--- src/rtl/parking_gate_arbiter_pkg.sv ---
// Shared types for the parking gate arbiter: FSM state encoding, service
// direction and the default lot capacity.
package parking_pkg;

    localparam int DEFAULT_CAPACITY = 16;

    typedef enum logic [1:0] {
        IDLE       = 2'd0,
        ENTER_OPEN = 2'd1,
        EXIT_OPEN  = 2'd2,
        COOLDOWN   = 2'd3
    } gate_state_t;

    typedef enum logic {
        DIR_ENTER = 1'b0,
        DIR_EXIT  = 1'b1
    } dir_t;

endpackage

--- src/rtl/parking_gate_arbiter_gate_timer.sv ---
// Gate-open watchdog: counts cycles while enabled and flags the last allowed
// cycle combinationally so the FSM can close on the following edge.
module gate_timer
    import parking_pkg::*;
#(
    parameter int TIMEOUT = 1024
) (
    input  logic clk,
    input  logic reset_n,
    input  logic clear,
    input  logic en,
    output logic expired
);

    localparam int TW = (TIMEOUT > 2) ? $clog2(TIMEOUT) : 1;
    localparam logic [TW-1:0] LAST_C = TW'(TIMEOUT - 1);

    logic [TW-1:0] timer_r;

    // Cycle counter; holds at the last value instead of wrapping.
    always_ff @(posedge clk or negedge reset_n) begin
        if (!reset_n) begin
            timer_r <= '0;
        end else if (clear) begin
            timer_r <= '0;
        end else if (en && (timer_r != LAST_C)) begin
            timer_r <= timer_r + TW'(1);
        end else begin
            timer_r <= timer_r;
        end
    end

    assign expired = (timer_r == LAST_C);

endmodule

--- src/rtl/parking_gate_arbiter.sv ---
// Single-lane parking gate arbiter: round-robin entry/exit grant, occupancy
// counting against capacity, and close-on-pass/abort/timeout sequencing.
module parking_gate_arbiter
    import parking_pkg::*;
#(
    parameter int CAPACITY = DEFAULT_CAPACITY,
    parameter int CNT_W    = 5,
    parameter int TIMEOUT  = 1024
) (
    input  logic             clk,
    input  logic             reset_n,
    input  logic             enter_req,
    input  logic             exit_req,
    input  logic             pass_done,
    input  logic             abort,
    output logic             grant_enter,
    output logic             grant_exit,
    output logic [CNT_W-1:0] count,
    output logic             full,
    output logic             empty,
    output logic             timeout_err
);

    localparam logic [CNT_W-1:0] CAP_C = CNT_W'(CAPACITY);
    localparam logic [CNT_W-1:0] ONE_C = CNT_W'(1);

    gate_state_t      state_r, next_state_s;
    dir_t             last_served_r, last_next_s;
    logic [CNT_W-1:0] count_r, count_next_s;
    logic             grant_enter_r, grant_exit_r, timeout_err_r;
    logic             tmo_next_s;
    logic             elig_enter_s, elig_exit_s;
    logic             open_s, expired_s;

    assign full         = (count_r == CAP_C);
    assign empty        = (count_r == '0);
    assign elig_enter_s = enter_req && !full;
    assign elig_exit_s  = exit_req && !empty;
    assign open_s       = (state_r == ENTER_OPEN) || (state_r == EXIT_OPEN);

    gate_timer #(
        .TIMEOUT (TIMEOUT)
    ) u_timer (
        .clk     (clk),
        .reset_n (reset_n),
        .clear   (!open_s),
        .en      (open_s),
        .expired (expired_s)
    );

    // Next-state, occupancy and round-robin decisions.
    always_comb begin
        next_state_s = state_r;
        count_next_s = count_r;
        last_next_s  = last_served_r;
        tmo_next_s   = 1'b0;
        case (state_r)
            IDLE: begin
                // Entry wins unless exit is also eligible and entry went last.
                if (elig_enter_s && (!elig_exit_s || (last_served_r == DIR_EXIT))) begin
                    next_state_s = ENTER_OPEN;
                    last_next_s  = DIR_ENTER;
                end else if (elig_exit_s) begin
                    next_state_s = EXIT_OPEN;
                    last_next_s  = DIR_EXIT;
                end else begin
                    next_state_s = IDLE;
                end
            end
            ENTER_OPEN: begin
                if (pass_done) begin
                    count_next_s = count_r + ONE_C;
                    next_state_s = COOLDOWN;
                end else if (abort) begin
                    next_state_s = COOLDOWN;
                end else if (expired_s) begin
                    tmo_next_s   = 1'b1;
                    next_state_s = COOLDOWN;
                end else begin
                    next_state_s = ENTER_OPEN;
                end
            end
            EXIT_OPEN: begin
                if (pass_done) begin
                    count_next_s = count_r - ONE_C;
                    next_state_s = COOLDOWN;
                end else if (abort) begin
                    next_state_s = COOLDOWN;
                end else if (expired_s) begin
                    tmo_next_s   = 1'b1;
                    next_state_s = COOLDOWN;
                end else begin
                    next_state_s = EXIT_OPEN;
                end
            end
            COOLDOWN: begin
                next_state_s = IDLE;
            end
            default: begin
                next_state_s = IDLE;
            end
        endcase
    end

    // State, counter and registered outputs.
    always_ff @(posedge clk or negedge reset_n) begin
        if (!reset_n) begin
            state_r       <= IDLE;
            last_served_r <= DIR_EXIT;
            count_r       <= '0;
            grant_enter_r <= 1'b0;
            grant_exit_r  <= 1'b0;
            timeout_err_r <= 1'b0;
        end else begin
            state_r       <= next_state_s;
            last_served_r <= last_next_s;
            count_r       <= count_next_s;
            grant_enter_r <= (next_state_s == ENTER_OPEN);
            grant_exit_r  <= (next_state_s == EXIT_OPEN);
            timeout_err_r <= tmo_next_s;
        end
    end

    assign grant_enter = grant_enter_r;
    assign grant_exit  = grant_exit_r;
    assign count       = count_r;
    assign timeout_err = timeout_err_r;

endmodule

--- config.mk ---
export PLATFORM = sky130hd
export DESIGN_NAME = parking_gate_arbiter
export DESIGN_NICKNAME = d
export VERILOG_FILES = /design/src/rtl/parking_gate_arbiter_pkg.sv /design/src/rtl/parking_gate_arbiter_gate_timer.sv /design/src/rtl/parking_gate_arbiter.sv
export SDC_FILE = /design/constraint.sdc
export NUM_CORES = 1
export LEC_CHECK = 0
export ABC_AREA = 1
export ABC_CLOCK_PERIOD_IN_PS = 2350
export CORE_UTILIZATION = 35
export DETAILED_ROUTE_END_ITERATION = 8
export PLACE_DENSITY = 0.62
export SLEW_MARGIN = 20
export SYNTH_ARGS = -nofsm -noshare
export SYNTH_HDL_FRONTEND = slang
export SYNTH_SLANG_ARGS = --single-unit
--- constraint.sdc ---
create_clock -name clk -period 2.35 [get_ports clk]
set_input_delay 0.235 -clock clk [delete_from_list [all_inputs] [get_ports clk]]
set_output_delay 0.235 -clock clk [all_outputs]
set_load 0.05 [all_outputs]
---- Word-level counts from Yosys, hierarchy flattened ----
Cells that the tools add are included.
word-level totals
  flip-flop bits (word level) ............. 21
  output and inout bits ................... 10
operators by class
  $add $sub $neg .......................... 3
  equality and inequality tests ........... 11
  muxes and demuxes ....................... 20
  reduce and logical (&&, ||, !) cells .... 16
operators by type and width
  cell                   number
  $mux 10                2
  $add 10x1->10 const B  1
  $eq 10x10->1 const B   1
  $mux 2                 5
  $mux 5                 2
  $ne 10x10->1 const B   1
  $pmux 5 s2             1
  $mux 1                 9
  $pmux 2 s4             1
  $eq 2x2->1 const B     3
  $ne 2x2->1 const B     3
  $add 5x1->5 const B    1
  $eq 5x5->1 const B     1
  $logic_not 5->1        1
  $sub 5x1->5 const B    1
  $eq 2x1->1 const B     2
  $logic_and 1x1->1      4
  $reduce_bool 2->1      2
  $logic_not 1->1        3
  $reduce_and 3->1       1
  $logic_not 2->1        1
  $logic_or 1x1->1       2
  $reduce_and 2->1       1
  $reduce_or 2->1        1

---- Logic depth before layout (Yosys ltp) ----
  depth in word-level cells ............... 9
  mapped depth ............................ 10

---- By module ----
A second synthesis with hierarchy kept.
second synthesis, totals
  cell total of the unflattened synthesis .. 185
  area total of the unflattened synthesis .. 1406.3 µm²
by module, submodules not included
  module                instances  cells each  area an instance (µm²)
  parking_gate_arbiter  1          91          738.2
  gate_timer            1          94          668.1

---- Worst setup path before layout ----
Ideal clock, no wire load.
  path type ............................... register to register
  from .................................... register count_r[0], in the netlist count[0]
  to ...................................... register count_r[4], in the netlist count[4]
  setup time .............................. 0.118 ns
  arrival ................................. 1.735 ns
  data required time ...................... 2.232 ns
  path slack .............................. 0.497 ns
  cell stages (with the launch flop) ...... 9
  clock period less this slack ............ 1.853 ns
  path through ............................ dfrtp_1 inv_1 fa_1 o21ai_0 a21oi_1 nand2_1 nand2_1 nand2_1 nand2_1
between the ends
  longest elaborated chain between the ends .. 3
  elaborated cells between the ends (all ways) .. 5
  classes of those cells .................. 2 x add/sub; 3 x mux
RTL lines
  element                                            RTL line                                                source
  from (decl)                                        parking_gate_arbiter.sv:29                              logic [CNT_W-1:0] count_r, count_next_s;
  from (signal assigned)                             parking_gate_arbiter.sv:117                             count_r <= count_next_s;
  $sub 5x1->5 / $add 5x1->5 (equally long branches)  parking_gate_arbiter.sv:85, parking_gate_arbiter.sv:72
  $mux 5, on equally long branches                   parking_gate_arbiter.sv:84, parking_gate_arbiter.sv:71
  $pmux 5 s2 (*)                                     parking_gate_arbiter.sv:57                              case (state_r)
Mark *: on every way between the ends. The rest lies on a longest branch, timed or not. The select of a mux whose other input is x is not followed.
A chain may end at the register's enable or synchronous reset.

---- Worst setup path in the final report ----
  from .................................... register count_r[1], in the netlist count[1]
  to ...................................... output port full
between the ends
  longest elaborated chain between the ends .. 1
RTL lines
  element     RTL line                    source
  $eq 5x5->1  parking_gate_arbiter.sv:35  assign full = (count_r == CAP_C);
  to (decl)   parking_gate_arbiter.sv:19  output logic full,
Every way passes these cells.

==> metrics list <==
- The flow ran to the end, and the final reports show no timing, DRC or antenna violations.
* Post-placement cell count: 203
- Routed length per placed instance: about 11 µm
- At the worst endpoint, the arrival time is 1910 ps.
- For this run, the share of the core covered by cells in the final layout is 43.9%.
- In this run, post-CTS hold repair placed 0 buffers.
* Diode count: 0
- At the worst endpoint, the required time is 2120 ps.
* Kind of cell adding the most delay to the critical path: buffers and inverters
- Worst skew pair latency: 300 ps
- Number of synthesis warnings: 0
- Clock Pin Slew Worst Setup and Hold Paths: 130 ps
* Starting utilization of the core area: 36.9%
- Number of buffers added by the clock tree synthesis step: 3
- Pin count of the biggest net entering global routing: 22
- In the routed design, unresolved DRC markers number 0.
- Sort of element at the start of the critical path: flop
- The average instance in the mapped netlist occupies 8.75 µm².
- After synthesis, flip-flops and latches occupy between 40% and 50% of the total area.
- The path class of the tightest hold or removal check is input port to async pin.
- Post-DRT Antenna Nets: 0
* Number of DRC markers after the initial detailed-route iteration: 32
- Ranked by total cell area, the synthesized netlist is headed by dfrtp_1 40%, ha_1 8.1%, nand2_1 7.9%, inv_1 6.3%, nand3_1 4.4%.
* Min setup slack post-route: between 200 and 250 ps
- The critical path in this run is classified as flop to primary output.
- After detailed routing, the total wire length is 2.25 mm.
- dfrtp_1 takes more of the synthesized area than any other cell.
- Leakage power figure: between 0.7 and 0.8 nW
* Total of fill cells in the finished design: 360
- Port buffering added 15 buffers.
- The synthesized design devotes to its leading area cell type ~40% of total area.
- Seq cells post-synth: 21
- Adding up every negative setup slack in the final design gives 0 ps.
- Placed wire-length estimate: 1.71 mm
- Combinational logic burns 57.7% of the power.
* Post-Syn Instances: 142
- Level count of the clock H-tree: 1
- Layout cells sized above 1: 13.7%
- Area of the core: 3360 µm²
- The final count of hold timing violations came to 0.
- DIE AREA: roughly 3800 µm²
- The mapped netlist covers roughly 1200 µm².
- Cell area power density: about 1200 nW/µm²
- For the finished layout, the period the worst path requires is 2140 ps.
* Worst-path maximum fanout: 5
- Once layout is complete, the cells apart from fillers number approximately 210.
* Worst-case headroom to the max-slew limit: roughly 67%
- Register area: 527 µm²
- The critical path contains buffers and inverters numbering 2 combined.
- No sink is reached through more buffers than the 2 on the longest clock path.
- Final number of setup-violating endpoints: 0
- The multi-input combinational cells in the finished layout cover a total of 614 µm².
* Net count, final: roughly 180
- Synthesized Nets: 157
- Transition time at the pin with the least slew margin: 499 ps
* Maximum clock rate: 467 MHz
- Prior to clock tree synthesis, the placed netlist has a worst setup slack of 363 ps.
- On the final layout, the worst clock skew is 5.12 ps.
- Net switching is 49.0% of the power.
- Final weighted congestion in routability-driven placement: 0.830
* Count of max-cap constraint violations: 0
- On the critical path, the stage with the largest delay is an instance of clkdlybuf4s50_1.
- RSZ-0062 raised after global routing: no
- Internal power component: around 0.00087 W
- The floorplan step set the die height to roughly 62 µm.
- Of the total power, registers draw 31.8%.
- The signal on the critical path passes through nor2_1 -> nand3_1 -> inv_1 -> clkdlybuf4s50_1.
* Net switching power of the design: 0.000835 W
* Vias in the first global route: 915
* Critical Path End Type: primary output
- For this run the aggregate overflow at the end of global routing stands at 0.
* Count of TritonRoute iterations in the first routing pass: 4
- Clock tree from TritonCTS: yes
- Period utilisation layout: approximately nine tenths
* Via density: 4.47
* Largest incremental delay on the critical path: between 700 and 800 ps
* Clock root buffer: clkbuf_4
- Worst-case vdd ir drop: between 0.8 and 0.9 mV
* Total number of vias: 926
- Core Rows: 21
- Count of clock tree sinks: 21
- Number of antenna violations at the first check in global routing: 0
- Relative to the synthesized area, the layout overhead comes to 18.8%.
- In this run, the clock network consumes 10.5% of the power.
- Final max-slew violation count: 0
- Wire length of the first global-routing pass: a little under 4 mm
- Number of top-level pins: 16
* Count of unique library cells instantiated by Yosys: 27
- The die is between 60 and 70 µm wide.
- Total routing resource utilization after global routing: 14.1%
[registers in the layout, summed over array words and instances (netlist names)]
signal	flops
grant_exit	1
state_r	2
u_timer.timer_r	10
count	5
last_served_r	1
grant_enter	1
timeout_err	1
[synthesized netlist by cell type]
| cell | n |
|---|---|
| nand2_1 | 26 |
| inv_1 | 21 |
| dfrtp_1 | 20 |
| nand3_1 | 11 |
| o21ai_0 | 11 |
| ha_1 | 8 |
| nor2_1 | 7 |
| a21oi_1 | 6 |
| xor2_1 | 4 |
| a31oi_1 | 3 |
| inv_2 | 3 |
| xnor2_1 | 3 |
| nand2_2 | 2 |
| nand2_4 | 2 |
| nor2_2 | 2 |
| nor2_4 | 2 |
| a21o_1 | 1 |
| buf_6 | 1 |
| dfstp_2 | 1 |
| fa_1 | 1 |
| nand3_2 | 1 |
| nand3_4 | 1 |
| nand3b_1 | 1 |
| nand4_1 | 1 |
| nor3_2 | 1 |
| nor3b_2 | 1 |
| o21ai_2 | 1 |
[layout make-up]
cell class | count | area share, %
Tap cell | 46 | 3.90
Sequential cell | 21 | 35.7
Inverter | 24 | 6.10
Clock inverter | 1 | 0.339
Multi-Input combinational cell | 96 | 41.6
Timing Repair Buffer | 16 | 10.8
Clock buffer | 3 | 1.53
[stage by stage]
| step | instance area, µm² | power [W] | hold slack [ps] |
|---|---|---|---|
| floorplan | 1240 | 0.00127 | -60.6 |
| global placement | 1450 | 0.00152 | 485 |
| detailed placement | 1450 | 0.00154 | 485 |
| CTS | 1470 | 0.00173 | 267 |
| global route | 1480 | 0.00185 | 293 |
| finish | 1480 | 0.00171 | 266 |
[placed cells by master, fill, tap and decap left out, drive strengths merged, types with 3 or more instances in the layout]
master and instances:
nand2 30, ha 8, xor2 4, inv 24, clkbuf 3, xnor2 3
a31oi 3, a21oi 6, nor2 11, o21ai 12, nand3 13, dfrtp 20
clkdlybuf4s50 14
[final timing paths]
path                                                 from                              to  slack [ps]  cells past startpoint
min in group clk           u_timer.timer_r[0]$_DFFE_PN0P_  u_timer.timer_r[0]$_DFFE_PN0P_         500                      1
setup / recovery                     count[1]$_DFFE_PN0P_                            full         210                      4
max in group asynchronous                         reset_n       last_served_r$_DFFE_PN1P_        1810                      2
setup reg to reg                     state_r[0]$_DFF_PN0_            count[4]$_DFFE_PN0P_         350                     10
hold reg to reg            u_timer.timer_r[0]$_DFFE_PN0P_  u_timer.timer_r[0]$_DFFE_PN0P_         500                      1
hold / removal                                    reset_n  u_timer.timer_r[7]$_DFFE_PN0P_         270                      2
[kinds of logic after synthesis]
group,after synthesis,synth area share (%)
AND/OR/NAND/NOR,58,25.2
flip-flops,21,42.4
XOR/XNOR,7,4.93
buffers and inverters,25,8.16
adder cells (fa/ha/maj),9,9.67
AO/OA/AOI/OAI,22,9.67
[power by group through the flow]
stage | Sequential, W | Clock, W | Combinational, W
final | 0.000542 | 0.000179 | 0.000985
after CTS | 0.000543 | 0.000185 | 0.000997
after floorplan | 0.000706 | 0 | 0.000565
after detailed placement | 0.000548 | 0 | 0.000993
after global routing | 0.000561 | 0.000197 | 0.00109
after global placement | 0.000549 | 0 | 0.000975
[layer usage]
metal	global-route usage, %	part of all wire (%)	routed length [µm]
met4	4.76	0.40	9
met2	25.0	48	1080
met1	17.0	47	1070
met3	2.73	3.9	87
met5	0	0	0
[worst register-to-register path, cell delays in order (launching register included)]
cell and delay [ps]:
dfrtp_1 410, inv_1 110, ha_1 310, inv_1 140
fa_1 420, o21ai_0 230, a21oi_1 90, nand2_1 60
nand2_1 50, nand2_1 50, nand2_1 40
[what timing repair did]
action	in CTS	in global routing
resized for setup	0	1
setup buffers	0	0
endpoints found under the setup margin	0	1
Note: power is estimated with default switching activity, not from simulation.
